`config.mk`:
```
export PLATFORM = sky130hd
export DESIGN_NAME = fetch_sequencer
export DESIGN_NICKNAME = d
export VERILOG_FILES = /design/src/rtl/fetch_pkg.sv /design/src/rtl/fetch_sequencer.sv
export SDC_FILE = /design/constraint.sdc
export NUM_CORES = 1
export LEC_CHECK = 0
export CORE_ASPECT_RATIO = 0.7
export CORE_MARGIN = 1.5
export CORE_UTILIZATION = 39
export CTS_CLUSTER_SIZE = 28
export DETAILED_ROUTE_END_ITERATION = 7
export GPL_TIMING_DRIVEN = 0
export HOLD_SLACK_MARGIN = 0.12
export PLACE_DENSITY = 0.76
export RECOVER_POWER = 50
export SLEW_MARGIN = 20
export SYNTH_ARGS = -nofsm -noshare
export SYNTH_HDL_FRONTEND = slang
export SYNTH_SLANG_ARGS = --single-unit
```
`constraint.sdc`:
```
create_clock -name clk -period 1.9 [get_ports clk]
set_input_delay 0.38 -clock clk [delete_from_list [all_inputs] [get_ports clk]]
set_output_delay 0.38 -clock clk [all_outputs]
set_load 0.01 [all_outputs]
```
`src/rtl/fetch_pkg.sv`:
```
// rtl/fetch_pkg.sv - shared constants and state encoding for the fetch sequencer
package fetch_pkg;

    localparam int         DEF_DATA_WIDTH = 16;
    localparam int         DEF_ADDR_WIDTH = 16;
    localparam int         DEF_OPCODE_WIDTH = 4;
    localparam logic [3:0] DEF_EXT_OPCODE = 4'hF;

    typedef enum logic [2:0] {
        FETCH    = 3'd0,
        IWAIT    = 3'd1,
        EXTWAIT  = 3'd2,
        DISPATCH = 3'd3,
        DWAIT    = 3'd4,
        DDONE    = 3'd5
    } fetch_state_t;

endpackage

```
`src/rtl/fetch_sequencer.sv`:
```
// rtl/fetch_sequencer.sv - PC owner and RAM read-port sequencer for instruction/extension fetch and loads
module fetch_sequencer
    import fetch_pkg::*;
#(
    parameter int                      DATA_WIDTH   = DEF_DATA_WIDTH,
    parameter int                      ADDR_WIDTH   = DEF_ADDR_WIDTH,
    parameter logic [ADDR_WIDTH-1:0]   RESET_PC     = '0,
    parameter int                      OPCODE_WIDTH = DEF_OPCODE_WIDTH,
    parameter logic [OPCODE_WIDTH-1:0] EXT_OPCODE   = OPCODE_WIDTH'(DEF_EXT_OPCODE)
) (
    input  logic                  clk,
    input  logic                  rst_n,
    output logic                  mem_rd_en,
    output logic [ADDR_WIDTH-1:0] mem_addr,
    input  logic [DATA_WIDTH-1:0] mem_rdata,
    output logic [DATA_WIDTH-1:0] instr,
    output logic [DATA_WIDTH-1:0] imm,
    output logic                  instr_valid,
    input  logic                  instr_ready,
    input  logic                  pc_load,
    input  logic [ADDR_WIDTH-1:0] pc_target,
    input  logic                  data_req,
    input  logic [ADDR_WIDTH-1:0] data_addr,
    output logic [DATA_WIDTH-1:0] mem_data,
    output logic                  mem_data_valid,
    output logic                  fetch_phase,
    output logic [ADDR_WIDTH-1:0] pc
);

    fetch_state_t          r_state;
    fetch_state_t          w_next_state;
    logic [ADDR_WIDTH-1:0] r_pc;
    logic [DATA_WIDTH-1:0] r_instr;
    logic [DATA_WIDTH-1:0] r_imm;
    logic [DATA_WIDTH-1:0] r_mem_data;

    logic                  w_rd_en;
    logic [ADDR_WIDTH-1:0] w_addr;
    logic                  w_instr_valid;
    logic                  w_data_valid;
    logic                  w_fetch_phase;
    logic                  w_is_ext;
    logic                  w_accept;
    logic [ADDR_WIDTH-1:0] w_pc_inc;

    assign w_pc_inc = r_pc + ADDR_WIDTH'(1);
    assign w_is_ext = (mem_rdata[DATA_WIDTH-1 -: OPCODE_WIDTH] == EXT_OPCODE);
    assign w_accept = (r_state == DISPATCH) && !data_req && instr_ready;

    always_comb begin
        w_next_state  = r_state;
        w_rd_en       = 1'b0;
        w_addr        = r_pc;
        w_instr_valid = 1'b0;
        w_data_valid  = 1'b0;
        w_fetch_phase = 1'b0;
        case (r_state)
            FETCH: begin
                w_rd_en       = 1'b1;
                w_fetch_phase = 1'b1;
                w_next_state  = IWAIT;
            end
            IWAIT: begin
                w_fetch_phase = 1'b1;
                if (w_is_ext) begin
                    w_rd_en      = 1'b1;
                    w_addr       = w_pc_inc;
                    w_next_state = EXTWAIT;
                end else begin
                    w_next_state = DISPATCH;
                end
            end
            EXTWAIT: begin
                w_fetch_phase = 1'b1;
                w_next_state  = DISPATCH;
            end
            DISPATCH: begin
                w_instr_valid = 1'b1;
                // A pending load wins over the decoder's accept in the same cycle.
                if (data_req) begin
                    w_rd_en      = 1'b1;
                    w_addr       = data_addr;
                    w_next_state = DWAIT;
                end else if (instr_ready) begin
                    w_next_state = FETCH;
                end
            end
            DWAIT: begin
                w_next_state = DDONE;
            end
            DDONE: begin
                w_instr_valid = 1'b1;
                w_data_valid  = 1'b1;
                w_next_state  = DISPATCH;
            end
            default: begin
                w_next_state = FETCH;
            end
        endcase
    end

    always_ff @(posedge clk or negedge rst_n) begin
        if (!rst_n) begin
            r_state    <= FETCH;
            r_pc       <= RESET_PC;
            r_instr    <= '0;
            r_imm      <= '0;
            r_mem_data <= '0;
        end else begin
            r_state <= w_next_state;
            case (r_state)
                IWAIT: begin
                    r_instr <= mem_rdata;
                    r_pc    <= w_pc_inc;
                    if (!w_is_ext) begin
                        r_imm <= '0;
                    end
                end
                EXTWAIT: begin
                    r_imm <= mem_rdata;
                    r_pc  <= w_pc_inc;
                end
                DISPATCH: begin
                    if (w_accept && pc_load) begin
                        r_pc <= pc_target;
                    end
                end
                DWAIT: begin
                    r_mem_data <= mem_rdata;
                end
                default: begin
                end
            endcase
        end
    end

    // Reset leaves the state in FETCH, so the FETCH-phase strobes are masked while reset is held.
    assign mem_rd_en      = w_rd_en & rst_n;
    assign fetch_phase    = w_fetch_phase & rst_n;
    assign mem_addr       = w_addr;
    assign instr_valid    = w_instr_valid;
    assign mem_data_valid = w_data_valid;
    assign instr          = r_instr;
    assign imm            = r_imm;
    assign mem_data       = r_mem_data;
    assign pc             = r_pc;

endmodule

```
Word-level counts from Yosys, hierarchy flattened

Cells that the tools add are included.

Equal/unequal tests: 9
Multiplexer cells: 17
Reductions and logical operators: 13
Bitwise logic cells: 2
Add/sub/neg operators: 1

Operators with widths:

| cell                    | number |
|---|---|
| $pmux W16 S2            | 3 |
| $mux W16                | 4 |
| $add A16 B1 Y16 const B | 1 |
| $pmux W3 S5             | 1 |
| $eq A3 B2 Y1 const B    | 2 |
| $eq A3 B3 Y1 const B    | 2 |
| $mux W1                 | 6 |
| $mux W3                 | 2 |
| $reduce_or A2 Y1        | 3 |
| $eq A4 B4 Y1 const B    | 1 |
| $reduce_and A2 Y1       | 2 |
| $reduce_bool A2 Y1      | 2 |
| $eq A3 B1 Y1 const B    | 1 |
| $logic_and A1 B1 Y1     | 3 |
| $logic_not A3 Y1        | 1 |
| $ne A3 B3 Y1 const B    | 1 |
| $pmux W1 S3             | 1 |
| $reduce_or A3 Y1        | 1 |
| $and A1 B1 Y1           | 2 |
| $ne A2 B1 Y1 const B    | 1 |
| $ne A2 B2 Y1 const B    | 1 |
| $logic_not A1 Y1        | 1 |

Logic and storage cells: 47
Output and inout bits: 84
Input bits: 53
Flip-flop bits (word level): 67

Depth between registers and ports, before layout

Depth in word-level cells: 6
Gate-level depth with buffers: 6

Worst setup path after synthesis

OpenSTA, ideal clock, no wires.

Kind: register to output
Start: reg r_pc[2] (netlist: pc[2])
End: out mem_addr[13]
Required time: 1520 ps
Cell stages (with the launch flop): 6
Arrival time: 1822 ps
Setup slack: -302 ps
Cells stage by stage: dfrtp_1 > buf_2 > nand3_2 > or4_1 > a21o_1 > a221o_1

Cells in the longest elaborated chain, start to end: 3

Ends and longest elaborated chain:

| what                   | line                   | source |
|---|---|---|
| start, declared        | fetch_sequencer.sv:32  | `logic [ADDR_WIDTH-1:0] r_pc;` |
| start signal, assigned | fetch_sequencer.sv:114 | `r_pc <= w_pc_inc;` |
| start signal, assigned | fetch_sequencer.sv:121 | `r_pc <= w_pc_inc;` |
| start signal, assigned | fetch_sequencer.sv:125 | `r_pc <= pc_target;` |
| $add A16 B1 Y16        | fetch_sequencer.sv:46  | `assign w_pc_inc = r_pc + ADDR_WIDTH'(1);` |
| $mux W16               | fetch_sequencer.sv:65  | `if (w_is_ext) begin` |
| $pmux W16 S2           | fetch_sequencer.sv:57  | `case (r_state)` |
| end, declared          | fetch_sequencer.sv:14  | `output logic [ADDR_WIDTH-1:0] mem_addr,` |

No other way between the ends.

Worst setup path after layout

Start: reg r_pc[8] (netlist: pc[8])
End: out mem_addr[12]

Same word-level chain as after synthesis.

==> impl_metrics.ini <==
[synthesis]
synth.lib_cells_used.distinct = 50
yosys_most_used_dff = dfrtp_1
synth.ff_latch_count = 67
syn_inst = 312
post_synth_edffs = 0
syn_nets = 366
synth-async-reset-ratio = 1.00
synthesis.area_um2 = 3390
syn_avg_cell_area_um2 = 10.9
post_synth_main_area_contributors = dfrtp_1 50%, mux2_2 11%, a22o_1 4.1%
yosys_warnings = 0
synth.yosys.seq_area_share = 0.495
post-synth-top-area-cell = dfrtp_1
synth_largest_type_area_fraction = 0.495

[clock_network]
worstSkewPairLatency_ns = 0.33
clock_sink_count = 67
clock_tree.root_cell = clkbuf_16
cts_tree = yes
cts_max_path_bufs = 2
h-tree-depth = 3
clkSlewWorstSetupHoldPaths_ns = 0.06
hold_buffers = 1
cts_buffers = 9

[timing]
max_freq_ghz = 0.374
setup_ws_ns = -0.772
timing_worst_slew_pin_value_ns = 1.31
hold_violations = 0
rsz0062_at_grt = true
final.period_utilization = 1.41
final_total_negative_setup_slack_ns = -9.64
skew_ns = 0.00576
timing.final.setup_violations = 29
final_max_slew_viol_count = 0
maxSlewHeadroom = 0.124
min_period_ns = 2.67
timing.hold.ws_ns = 0.375

[grt]
grt_busiest_layer = met2
gr-usage-met1 = 0.382
grt_antenna_before_repair = 0
grt_pass1_vias = 3731
grt.total_usage = 0.288
grt_pass1_wl_um = 20100
globalRouteMet3Util = 0.0642
global_route.usage.met2 = 0.466
gr-total-overflow = 0
grt_max_degree = 51

[floorplanning]
die_height_um = 81.0
top_level_ports = 137
core_region_area_um2 = 8440
die_w_um = 114
placement_rows = 28
fp.dieArea_um2 = 9260
floorplan.initialDensity = 0.401

[run_status]
status = finished with violations
failing_checks = negative setup slack

[setup_path]
setup.worst_path.class = register to primary output
cp-startpoint = pc[8]$_DFFE_PN0P_
setup.worst_path.end_class = primary output
worstPathRequired_ns = 1.52
critical_path_peak_fanout = 2
worst_setup_sp_type = register
arrival_ns = 2.29
reg2reg_from = r_state[2]$_DFFE_PN0P_

[detailed_routing]
detailedRoute.firstIterationViolations = 337
postRouteWirelength_um = 13900
routed-via-count = 3828
drt-pass1-iter-count = 5
vias_per_cell = 5.85
route.detailed.drc = 0
antenna_violating_nets_left = 0
drt-wirelength-per-cell_um = 21.2

[layout]
utilization = 0.727
mostFrequentLayoutCells = 88 x clkdlybuf4s50_1, 58 x dfrtp_1, 53 x buf_4
nets = 583
layout.cells.most_common = clkdlybuf4s50_1
flow.area_growth_from_synthesis_pct = 81.3
diode_insertion_count_for_antenna_repair = 0
drive_gt1_frac = 0.414

[min_path]
worstHoldPathType = input pin to register
worst_hold_startpoint = mem_rdata[13]

[placement]
place_congestion = 0.897
post-dp-hpwl_um = 7920
port_buffers = 136

[power]
total_leakage_power_nw = 2.64
ir_worst_vdd_mv = 0.799
p_per_area_nw_per_um2 = 1900

[run]
maxCapViolCount = 0
[worst paths after layout]
kind | endpoint | slack, ns | depth (start not counted)
max | mem_addr[12] | -0.77 | 7
max in group asynchronous | pc[1]$_DFFE_PN0P_ | 0.55 | 2
min in group asynchronous | mem_data[9]$_DFFE_PN0P_ | 0.45 | 2
min reg2reg | imm[2]$_DFFE_PN0P_ | 0.49 | 1
min | imm[13]$_DFFE_PN0P_ | 0.38 | 2
max reg2reg | mem_data[8]$_DFFE_PN0P_ | -0.08 | 6
[cell type report]
type,count,area (um^2)
Multi-Input combinational cell,220,1900
Buffer,17,166
Inverter,2,7.51
Clock buffer,9,225
Fill cell,549,2300
Clock inverter,7,100
Timing Repair Buffer,212,1900
Tap cell,120,150
Sequential cell,67,1690
[logic make-up after synthesis]
| family | Yosys count | share of synthesized area |
|---|---|---|
| muxes | 33 | 0.109 |
| xor gates and xnor gates | 1 | 0.00259 |
| buffers and inverters | 25 | 0.0325 |
| and+or+nand+nor | 83 | 0.140 |
| AOI/OAI and AO/OA | 102 | 0.216 |
| adders and majority gates | 1 | 0.00369 |
| DFF | 67 | 0.495 |
[synth_stat cells (2+ instances only)]
| master | n |
|---|---|
| dfrtp_1 | 67 |
| mux2_2 | 32 |
| a21oi_1 | 19 |
| o21ai_0 | 19 |
| nand2_1 | 18 |
| a22o_1 | 16 |
| clkbuf_1 | 14 |
| a221o_1 | 13 |
| nor2_1 | 11 |
| nor3_1 | 10 |
| nand3_1 | 8 |
| a21o_1 | 6 |
| a2bb2oi_1 | 6 |
| buf_2 | 6 |
| o22ai_1 | 6 |
| a22oi_1 | 5 |
| nor3b_1 | 5 |
| nand2b_1 | 4 |
| nand4_1 | 4 |
| nor4_1 | 4 |
| o2bb2ai_1 | 3 |
| a31oi_1 | 2 |
| and3_1 | 2 |
| and3b_1 | 2 |
| inv_1 | 2 |
| nand3b_1 | 2 |
| nor3b_2 | 2 |
| or3_1 | 2 |
[critical path, stage by stage (launching register included)]
cell	delay [ns]
dfrtp_1	0.35
buf_6	0.12
nand4_1	0.14
buf_4	0.18
or4_4	0.51
a21o_1	0.20
a221o_1	0.33
buf_2	0.15
[metal layers]
layer | routed length [um] | share of wire | up-vias
li1 | - | - | 1641
met1 | 5780 | 0.42 | 1915
met2 | 6470 | 0.47 | 224
met3 | 1160 | 0.083 | 48
met4 | 488 | 0.035 | 0
met5 | 0 | 0 | -
[flip-flops by register name, summed over array words and instances, names as in the netlist]
register / cells
imm: 16
instr: 16
mem_data: 16
pc: 16
r_state: 3
[per-stage QoR]
stage | std cells | setup WS (ns) | instance area (um^2) | power, mW
global route | 654 | -0.831 | 6140 | 12.2
detailed placement | 569 | -1.38 | 4980 | 8.23
global placement | 568 | -2.53 | 4950 | 8.06
finish | 654 | -0.772 | 6140 | 11.7
floorplan | 312 | -0.212 | 3440 | 5.53
CTS | 642 | -0.722 | 5990 | 11.2
[repair_timing]
| item | CTS | global route |
|---|---|---|
| resized for setup | 162 | 61 |
| hold endpoints to repair | 18 | 49 |
| buffers inserted | 58 | 17 |
| pin swaps | 23 | 23 |
| endpoints found under the setup margin | 69 | 40 |
[power breakdown]
part / switching (mW) / internal [mW] / total (mW)
clock network: 0.663 / 1.16 / 1.82
registers: 0.562 / 2.12 / 2.68
logic: 3.41 / 3.74 / 7.15
total: 4.64 / 7.02 / 11.7
No activity file was read; power rests on OpenSTA's default activity.
